[src/rtl/binary_adder_seq.sv]
// Multi-cycle adder: adds CHUNK bits per clock over K = WIDTH/CHUNK cycles and
// reports sum, unsigned carry-out and signed overflow with a one-cycle done pulse.
module binary_adder_seq #(
    parameter int WIDTH = 8,
    parameter int CHUNK = 2
) (
    input  logic             clk_i,
    input  logic             rstn_i,
    input  logic             start_i,
    input  logic [WIDTH-1:0] a_i,
    input  logic [WIDTH-1:0] b_i,
    input  logic             cin_i,
    output logic             busy_o,
    output logic             done_o,
    output logic [WIDTH-1:0] s_o,
    output logic             cout_o,
    output logic             ovf_o
);

    localparam int K      = WIDTH / CHUNK;
    localparam int K_LAST = K - 32'sd1;
    localparam int IDX_W  = (K > 32'sd1) ? $clog2(K) : 32'sd1;
    localparam logic [IDX_W-1:0] IDX_LAST = IDX_W'(K_LAST);
    localparam logic [IDX_W-1:0] IDX_ONE  = IDX_W'(32'sd1);

    if ((WIDTH < 32'sd2) || (WIDTH > 32'sd64) || (CHUNK < 32'sd1) || (CHUNK > WIDTH) ||
        ((WIDTH % CHUNK) != 32'sd0)) begin : g_bad_params
        $fatal(1, "binary_adder_seq: illegal WIDTH/CHUNK combination");
    end

    typedef enum logic [1:0] {
        IDLE = 2'd0,
        ADD  = 2'd1,
        DONE = 2'd2
    } state_t;

    state_t             state_q, state_d;
    logic [IDX_W-1:0]   idx_q, idx_d;
    logic [WIDTH-1:0]   a_q, a_d;
    logic [WIDTH-1:0]   b_q, b_d;
    logic               carry_q, carry_d;
    logic               a_msb_q, a_msb_d;
    logic               b_msb_q, b_msb_d;
    logic [WIDTH-1:0]   psum_q, psum_d;
    logic               busy_q, busy_d;
    logic               done_q, done_d;
    logic [WIDTH-1:0]   s_q, s_d;
    logic               cout_q, cout_d;
    logic               ovf_q, ovf_d;

    logic [CHUNK:0]       chunk_sum_s;
    logic [WIDTH+CHUNK-1:0] psum_shift_s;
    logic                 unused_s;

    // The low chunk of the shifted-out partial sum is the stale slot being discarded.
    assign unused_s = ^psum_shift_s[CHUNK-1:0];

    // Next-state, datapath and registered-output computation.
    always_comb begin
        state_d = state_q;
        idx_d   = idx_q;
        a_d     = a_q;
        b_d     = b_q;
        carry_d = carry_q;
        a_msb_d = a_msb_q;
        b_msb_d = b_msb_q;
        psum_d  = psum_q;
        busy_d  = busy_q;
        done_d  = 1'b0;
        s_d     = s_q;
        cout_d  = cout_q;
        ovf_d   = ovf_q;

        // Operands shift right each cycle, so the active chunk is always the low bits;
        // the partial sum fills from the top and is complete after K shifts.
        chunk_sum_s  = {1'b0, a_q[CHUNK-1:0]} + {1'b0, b_q[CHUNK-1:0]} + {{CHUNK{1'b0}}, carry_q};
        psum_shift_s = {chunk_sum_s[CHUNK-1:0], psum_q};

        case (state_q)
            IDLE: begin
                if (start_i) begin
                    a_d     = a_i;
                    b_d     = b_i;
                    carry_d = cin_i;
                    a_msb_d = a_i[WIDTH-1];
                    b_msb_d = b_i[WIDTH-1];
                    idx_d   = {IDX_W{1'b0}};
                    psum_d  = {WIDTH{1'b0}};
                    busy_d  = 1'b1;
                    state_d = ADD;
                end else begin
                    busy_d  = 1'b0;
                end
            end
            ADD: begin
                a_d     = a_q >> CHUNK;
                b_d     = b_q >> CHUNK;
                carry_d = chunk_sum_s[CHUNK];
                psum_d  = psum_shift_s[WIDTH+CHUNK-1:CHUNK];
                busy_d  = 1'b1;
                if (idx_q == IDX_LAST) begin
                    s_d     = psum_shift_s[WIDTH+CHUNK-1:CHUNK];
                    cout_d  = chunk_sum_s[CHUNK];
                    ovf_d   = (a_msb_q == b_msb_q) && (psum_shift_s[WIDTH+CHUNK-1] != a_msb_q);
                    done_d  = 1'b1;
                    state_d = DONE;
                end else begin
                    idx_d   = idx_q + IDX_ONE;
                end
            end
            DONE: begin
                busy_d  = 1'b0;
                state_d = IDLE;
            end
            default: begin
                busy_d  = 1'b0;
                state_d = IDLE;
            end
        endcase
    end

    // State and output registers with asynchronous clear.
    always_ff @(posedge clk_i or negedge rstn_i) begin
        if (!rstn_i) begin
            state_q <= IDLE;
            idx_q   <= {IDX_W{1'b0}};
            a_q     <= {WIDTH{1'b0}};
            b_q     <= {WIDTH{1'b0}};
            carry_q <= 1'b0;
            a_msb_q <= 1'b0;
            b_msb_q <= 1'b0;
            psum_q  <= {WIDTH{1'b0}};
            busy_q  <= 1'b0;
            done_q  <= 1'b0;
            s_q     <= {WIDTH{1'b0}};
            cout_q  <= 1'b0;
            ovf_q   <= 1'b0;
        end else begin
            state_q <= state_d;
            idx_q   <= idx_d;
            a_q     <= a_d;
            b_q     <= b_d;
            carry_q <= carry_d;
            a_msb_q <= a_msb_d;
            b_msb_q <= b_msb_d;
            psum_q  <= psum_d;
            busy_q  <= busy_d;
            done_q  <= done_d;
            s_q     <= s_d;
            cout_q  <= cout_d;
            ovf_q   <= ovf_d;
        end
    end

    assign busy_o = busy_q;
    assign done_o = done_q;
    assign s_o    = s_q;
    assign cout_o = cout_q;
    assign ovf_o  = ovf_q;

endmodule

[config.mk]
export PLATFORM = sky130hd
export DESIGN_NAME = binary_adder_seq
export DESIGN_NICKNAME = d
export VERILOG_FILES = /design/src/rtl/binary_adder_seq.sv
export SDC_FILE = /design/constraint.sdc
export NUM_CORES = 1
export LEC_CHECK = 0
export ABC_AREA = 1
export BUFFER_PORTS_ARGS = -buffer_cell sky130_fd_sc_hd__clkbuf_2
export CAP_MARGIN = 0
export CORE_MARGIN = 8
export CORE_UTILIZATION = 50
export DETAILED_ROUTE_END_ITERATION = 7
export PLACE_DENSITY_LB_ADDON = 0.2
export SLEW_MARGIN = 20
export SYNTH_ARGS = -nofsm -noshare
export SYNTH_HDL_FRONTEND = slang
export SYNTH_SLANG_ARGS = --single-unit
[constraint.sdc]
create_clock -name clk_i -period 1.6 [get_ports clk_i]
set_input_delay 0.08 -clock clk_i [delete_from_list [all_inputs] [get_ports clk_i]]
set_output_delay 0.08 -clock clk_i [all_outputs]
set_load 0.01 [all_outputs]
# --- After elaboration in Yosys (flattened, before gate mapping) ---
# Index checks and enable logic that the tools add are counted.
totals:
  ff_bits: 43
  output_inout_bits: 12
  elab_cells: 49
op_classes:
  addsub: 3
  eq_ne: 7
  mux: 18
  n_reduce_logical: 8
op_table:
  columns: ["operator", "n"]
  rows:
  - ["case mux 8 bit (2 select lines)", 3]
  - ["two-way mux 8 bit", 3]
  - ["two-way mux 2 bit", 4]
  - ["case mux 2 bit (2 select lines)", 2]
  - ["AND reduction 2 bit", 4]
  - ["inequality test 2 bit, second input constant", 3]
  - ["two-way mux 1 bit", 4]
  - ["case mux 1 bit (2 select lines)", 2]
  - ["adder 2 x 2 -> 3 bit", 1]
  - ["adder 3 x 1 -> 3 bit", 1]
  - ["AND reduction 3 bit", 1]
  - ["adder 2 x 1 -> 2 bit, second input constant", 1]
  - ["== test 2 x 1 -> 1 bit, second input constant", 1]
  - ["== test 2 bit, second input constant", 1]
  - ["logical NOT 2 bit", 1]
  - ["nonzero test 2 bit", 1]
  - ["== test 1 bit", 1]
  - ["logical AND 1 bit", 1]
  - ["inequality test 1 bit", 1]

# --- Longest topological paths before layout ---
logic_depth:
  ltp_word: 4
  mapped_depth: 9

# --- Least setup slack after synthesis ---
# No wires, ideal clock.
synth_timing:
  kind: "flip-flop to flip-flop"
  startpoint: "reg a_q[0]"
  endpoint: "reg ovf_q (netlist: ovf_o)"
  setup_ps: 65
  arrival_time_ps: 1566
  path_slack_ps: -31
  stages_incl_launch_ff: 10
  n_path_buf: 0
  period_less_slack_ps: 1631
  path_cell_list: "dfrtp_1 inv_1 fa_1 inv_1 fa_1 inv_1 nand3_1 nand2_1 nand2_1 nand2_1"
synth_via:
  elab_chain_cells: 4
synth_lines:
  columns: ["item", "line_no", "source"]
  rows:
  - ["from (decl)", "39", "logic [WIDTH-1:0] a_q, a_d;"]
  - ["from (signal assigned)", "127", "a_q <= {WIDTH{1'b0}};"]
  - ["adder 2 x 2 -> 3 bit", "76", "chunk_sum_s = {1'b0, a_q[CHUNK-1:0]} + {1'b0, b_q[CHUNK-1:0]} + {{CHUNK{1'b0}}, carry_q};"]
  - ["adder 3 x 1 -> 3 bit", "76", null]
  - ["named net chunk_sum_s[1]", "51", "logic [CHUNK:0] chunk_sum_s;"]
  - ["inequality test 1 bit", "104", "ovf_d = (a_msb_q == b_msb_q) && (psum_shift_s[WIDTH+CHUNK-1] != a_msb_q);"]
  - ["logical AND 1 bit", "104", null]
  - ["to (signal assigned)", "151", "ovf_q <= ovf_d;"]
  - ["to (decl)", "49", "logic ovf_q, ovf_d;"]
# The timed path passes the listed nets, and every way through them passes these cells.
# A chain may end at the register's enable or synchronous reset.

# --- Worst setup path after layout ---
layout_timing:
  startpoint: "reg carry_q"
  endpoint: "reg ovf_q (netlist: ovf_o)"
layout_via:
  elab_chain_cells: 3
layout_lines:
  columns: ["item", "line_no", "source"]
  rows:
  - ["from (decl)", "41", "logic carry_q, carry_d;"]
  - ["from (signal assigned)", "143", "carry_q <= carry_d;"]
  - ["adder 3 x 1 -> 3 bit", "76", null]
  - ["named net chunk_sum_s[1]", "51", null]
  - ["inequality test 1 bit", "104", null]
  - ["logical AND 1 bit", "104", null]
# The timed path passes the listed nets, and every way through them passes these cells.

==> results.md <==
Worst setup path:
- The startpoint type of the worst setup path is a register.
- The origin of the critical flop-to-flop path is carry_q$_DFFE_PN0P_.
- The worst setup path is captured at a register.
- The critical path start-end classification is reg -> reg.
- The worst register-to-register path has a setup slack of -0.05 ns.
- The worst register-to-register path ends at ovf_o$_DFFE_PN0P_.
- At the worst endpoint, the arrival time is 1.88 ns.
- The maximum fanout along the worst path is 3.
- The depth of the worst register-to-register path is 9.
- For the worst setup path, the data required time is 1.83 ns.

Global route:
- The initial antenna violation count was 0.
- The number of global-route vias before repair is 1,584.
- Across every metal layer, demand over resource in global routing totals 13.58%.
- The leftover overflow at the end of global routing is 0.
- The first-pass GRT wire length is 6.762 mm.
- Entering global routing, the biggest net connects 42 pins.

Synth:
- When the netlist entered floorplanning its net count stood at 248.
- The post-synth design cell area is 1927 µm².
- The distinct cell type count of the synthesized netlist is 20.
- After synthesis, the largest area contributor takes up 53.25% of total cell area.
- Sorting the synthesized cells by area gives the leading types as sky130_fd_sc_hd__dfrtp_1 53%, sky130_fd_sc_hd__nand2_1 13%, sky130_fd_sc_hd__nand3_1 8.1%.
- Synthesis inferred 41 register bits.
- The count of flip-flops with a built-in enable after synthesis is 0.
- The total number of yosys warnings is 0.
- In the synthesized netlist, the number of instances is 225.
- The share of synthesized registers carrying an async set or reset is 100.0%.
- Sorting the synthesized cells by how often they occur yields 69 x sky130_fd_sc_hd__nand2_1, 41 x sky130_fd_sc_hd__dfrtp_1, 39 x sky130_fd_sc_hd__inv_1.
- After synthesis, the mean cell area works out to 8.564 µm².
- The most used flip-flop cell after synthesis is sky130_fd_sc_hd__dfrtp_1.
- The library cell occupying the most area in the post-synthesis netlist is sky130_fd_sc_hd__dfrtp_1.
- The most frequently used cell type in the post-synthesis netlist is sky130_fd_sc_hd__nand2_1.
- The sequential fraction of the synthesis area is 53.25%.

Clock tree:
- The clock input transition at the sequential cells of the worst setup and hold paths is 0.07 ns.
- The TritonCTS clock tree is built.
- The total CTS buffers is 5.
- The latest clock arrival within the worst-skew pair is 0.29 ns.
- In this run the number of H-tree levels came out at 2.
- The cell sitting at the root of the clock tree is a sky130_fd_sc_hd__clkbuf_8.
- The clock passes through at most 2 buffers.
- CTS saw 41 sinks.

Routing:
- Dividing the detail-routed wire length by the instance count gives 12.00 µm.
- The number of remaining DRC errors is 0.
- The detailed router placed 1,480 vias in this run.
- The final layout contains routed wiring with a total length of 3.757 mm.
- The first-pass detailed-route iteration total is 4.
- Once detail routing completed, the nets flagged for antenna violations numbered 0.
- The detail-routed via count per cell is 4.728.
- The DRC marker count from the first detailed-route iteration is 74.

Floorplanning:
- After floorplanning, the core was sized to cover 3689 µm².
- The total I/O pin count is 32.
- The site row count is 22.
- The total die area is 6096 µm².
- In this run the vertical extent of the chip is 78.08 µm.
- The initial utilization of the core area, before any placement, comes to 52.24%.
- The die is 78.08 µm wide.

Power and ir drop:
- The leakage component of the power is 1.280 nW.
- The power per cell area is 2096 nW/µm².
- Total power for the finished layout comes to 4.802 mW.
- The highest ir drop seen on vdd is 1154 µV.

Min path:
- The worst hold-check path type is in -> reg.
- Along the worst hold path, the cell count comes to 3.
- The path with the worst hold slack has its endpoint at b_msb_q$_DFFE_PN0P_.
- The hold path startpoint is b_i[7].

Placement:
- Before CTS, the worst setup slack after placement is -0.1018 ns.
- During placement, the flow inserted port buffers numbering 31.
- The congestion estimate from routability-driven global placement came to 0.7251.
- The detailed-placement wirelength estimate is 2.600 mm.

Flow run:
- The max-cap check violation count is 0.

Layout:
- The share of layout cells above drive strength 1 is 26.42%.
- The repair_antennas step left the layout with diodes totalling 0.
- The number of nets in the layout is 287.
- The area growth from synthesis to layout is 18.90%.

Timing:
- Measured against its own limit, the worst slew margin works out to 76.89%.
- The final-report hold violation count was 0.
- Setup repair after global routing could not meet its margin everywhere.
- The number of pins with negative max-slew slack in the final report is 0.
- The share of the cycle needed by the critical path after routing is 103.4%.
- For the finished layout, the period the worst path requires is 1.655 ns.
- The worst-case clock skew is 0.003242 ns.
- The upper clock frequency limit is 604.3 MHz.
- The smallest setup slack after layout is -0.05470 ns.
- Setup violations remaining at the end of the flow were counted as 2.
- For the pin with the worst max-slew slack, the measured transition is 0.3466 ns.

Run status:
- The run finished, with violations left.
- The final reports fail on setup timing.
worst max-delay path by stage:
stage                        startpoint           endpoint  slack [ns]
floorplan           carry_q$_DFFE_PN0P_  ovf_o$_DFFE_PN0P_       0.005
global placement    carry_q$_DFFE_PN0P_  ovf_o$_DFFE_PN0P_       -0.06
detailed placement  carry_q$_DFFE_PN0P_  ovf_o$_DFFE_PN0P_       -0.10
CTS                 carry_q$_DFFE_PN0P_  ovf_o$_DFFE_PN0P_       -0.07
global route        carry_q$_DFFE_PN0P_  ovf_o$_DFFE_PN0P_       -0.11
finish              carry_q$_DFFE_PN0P_  ovf_o$_DFFE_PN0P_       -0.05
layout make-up:
class	instances	area (µm²)
clock inverter	1	30.03
inverter	42	157.7
multi-input combinational	134	690.7
sequential	41	1026
tap	48	60.06
clock buffer	7	86.33
timing repair buffer	40	240.2
fill	351	1398
cell families (layout without fill, tap and decap cells):
logic type / Yosys count / count (layout) / synth area share [%]
AO/OA/AOI/OAI: 19 / 19 / 6.689
adder cells (fa/ha/maj): 3 / 3 / 2.727
buffers and inverters: 50 / 90 / 11.43
flip-flops: 41 / 41 / 53.25
AND/OR/NAND/NOR: 112 / 112 / 25.91
placed cells by master, fill, tap and decap left out:
| cell type | instances |
|---|---|
| sky130_fd_sc_hd__inv_2 | 7 |
| sky130_fd_sc_hd__nand2_1 | 69 |
| sky130_fd_sc_hd__dfrtp_1 | 41 |
| sky130_fd_sc_hd__clkbuf_8 | 6 |
| sky130_fd_sc_hd__nand3_2 | 1 |
| sky130_fd_sc_hd__buf_4 | 6 |
| sky130_fd_sc_hd__clkbuf_1 | 1 |
| sky130_fd_sc_hd__nor2_1 | 4 |
| sky130_fd_sc_hd__nor2_4 | 1 |
| sky130_fd_sc_hd__fa_2 | 2 |
| sky130_fd_sc_hd__o21ai_1 | 6 |
| sky130_fd_sc_hd__buf_12 | 1 |
| sky130_fd_sc_hd__nand2_4 | 3 |
| sky130_fd_sc_hd__o21ai_0 | 4 |
| sky130_fd_sc_hd__ha_1 | 1 |
| sky130_fd_sc_hd__inv_1 | 35 |
| sky130_fd_sc_hd__dlygate4sd3_1 | 2 |
| sky130_fd_sc_hd__nand2_2 | 1 |
| sky130_fd_sc_hd__clkbuf_2 | 31 |
| sky130_fd_sc_hd__o21ai_2 | 9 |
| sky130_fd_sc_hd__bufinv_16 | 1 |
| sky130_fd_sc_hd__nand3_1 | 30 |
| sky130_fd_sc_hd__or2_2 | 1 |
| sky130_fd_sc_hd__nand4_1 | 2 |
registers in the layout (all words and copies together), names as in the netlist, 2 cells and up:
| signal | flops |
|---|---|
| a_q | 8 |
| state_q | 2 |
| psum_q | 6 |
| s_o | 8 |
| idx_q | 2 |
| b_q | 8 |
layer usage:
| layer | wire [µm] | global-route usage (%) | up-vias | share of wire [%] |
|---|---|---|---|---|
| met5 | 0 | 0 | - | 0 |
| met4 | 51 | 5.000 | 0 | 1.4 |
| met3 | 156 | 4.214 | 6 | 4.2 |
| met2 | 1837 | 23.86 | 27 | 49 |
| met1 | 1713 | 15.05 | 684 | 46 |
| li1 | - | - | 763 | - |
worst max-delay path, cell delays in order, from the launching register on:
cell,delay (ns)
sky130_fd_sc_hd__dfrtp_1,0.36
sky130_fd_sc_hd__inv_2,0.05
sky130_fd_sc_hd__fa_2,0.38
sky130_fd_sc_hd__inv_2,0.06
sky130_fd_sc_hd__fa_2,0.45
sky130_fd_sc_hd__inv_2,0.08
sky130_fd_sc_hd__nand3_2,0.06
sky130_fd_sc_hd__nand2_1,0.06
sky130_fd_sc_hd__nand2_1,0.04
sky130_fd_sc_hd__nand2_1,0.05
stage by stage:
stage               hold WS (ns)  setup TNS, ns  area [µm²]  instances  util (%)
finish                  0.006189       -0.09602        2291        313     62.11
global route            0.009315        -0.2019        2291        313     62.11
CTS                     0.001086       -0.06983        2276        311     61.70
detailed placement       0.07300        -0.1018        2125        300     57.60
global placement         0.07119       -0.06055        2125        300     57.60
floorplan                -0.2156              0        1929        225         -
power by group:
group          switching, mW  total, mW  leakage (nW)  internal, mW
logic                   1.29       2.17         0.706         0.881
registers              0.276       1.78         0.515          1.50
clock network          0.340      0.849        0.0585         0.508
total                   1.91       4.80          1.28          2.89
timing repair:
item | 4_1_cts | 5_1_grt
hold buffers | 2 | 0
endpoints found under the setup margin | 2 | 3
gates resized for setup | 3 | 0
setup buffers | 1 | 2
pin swaps | 1 | 1
endpoints found under the hold margin | 42 | 0
(Power assumes the default switching activity.)
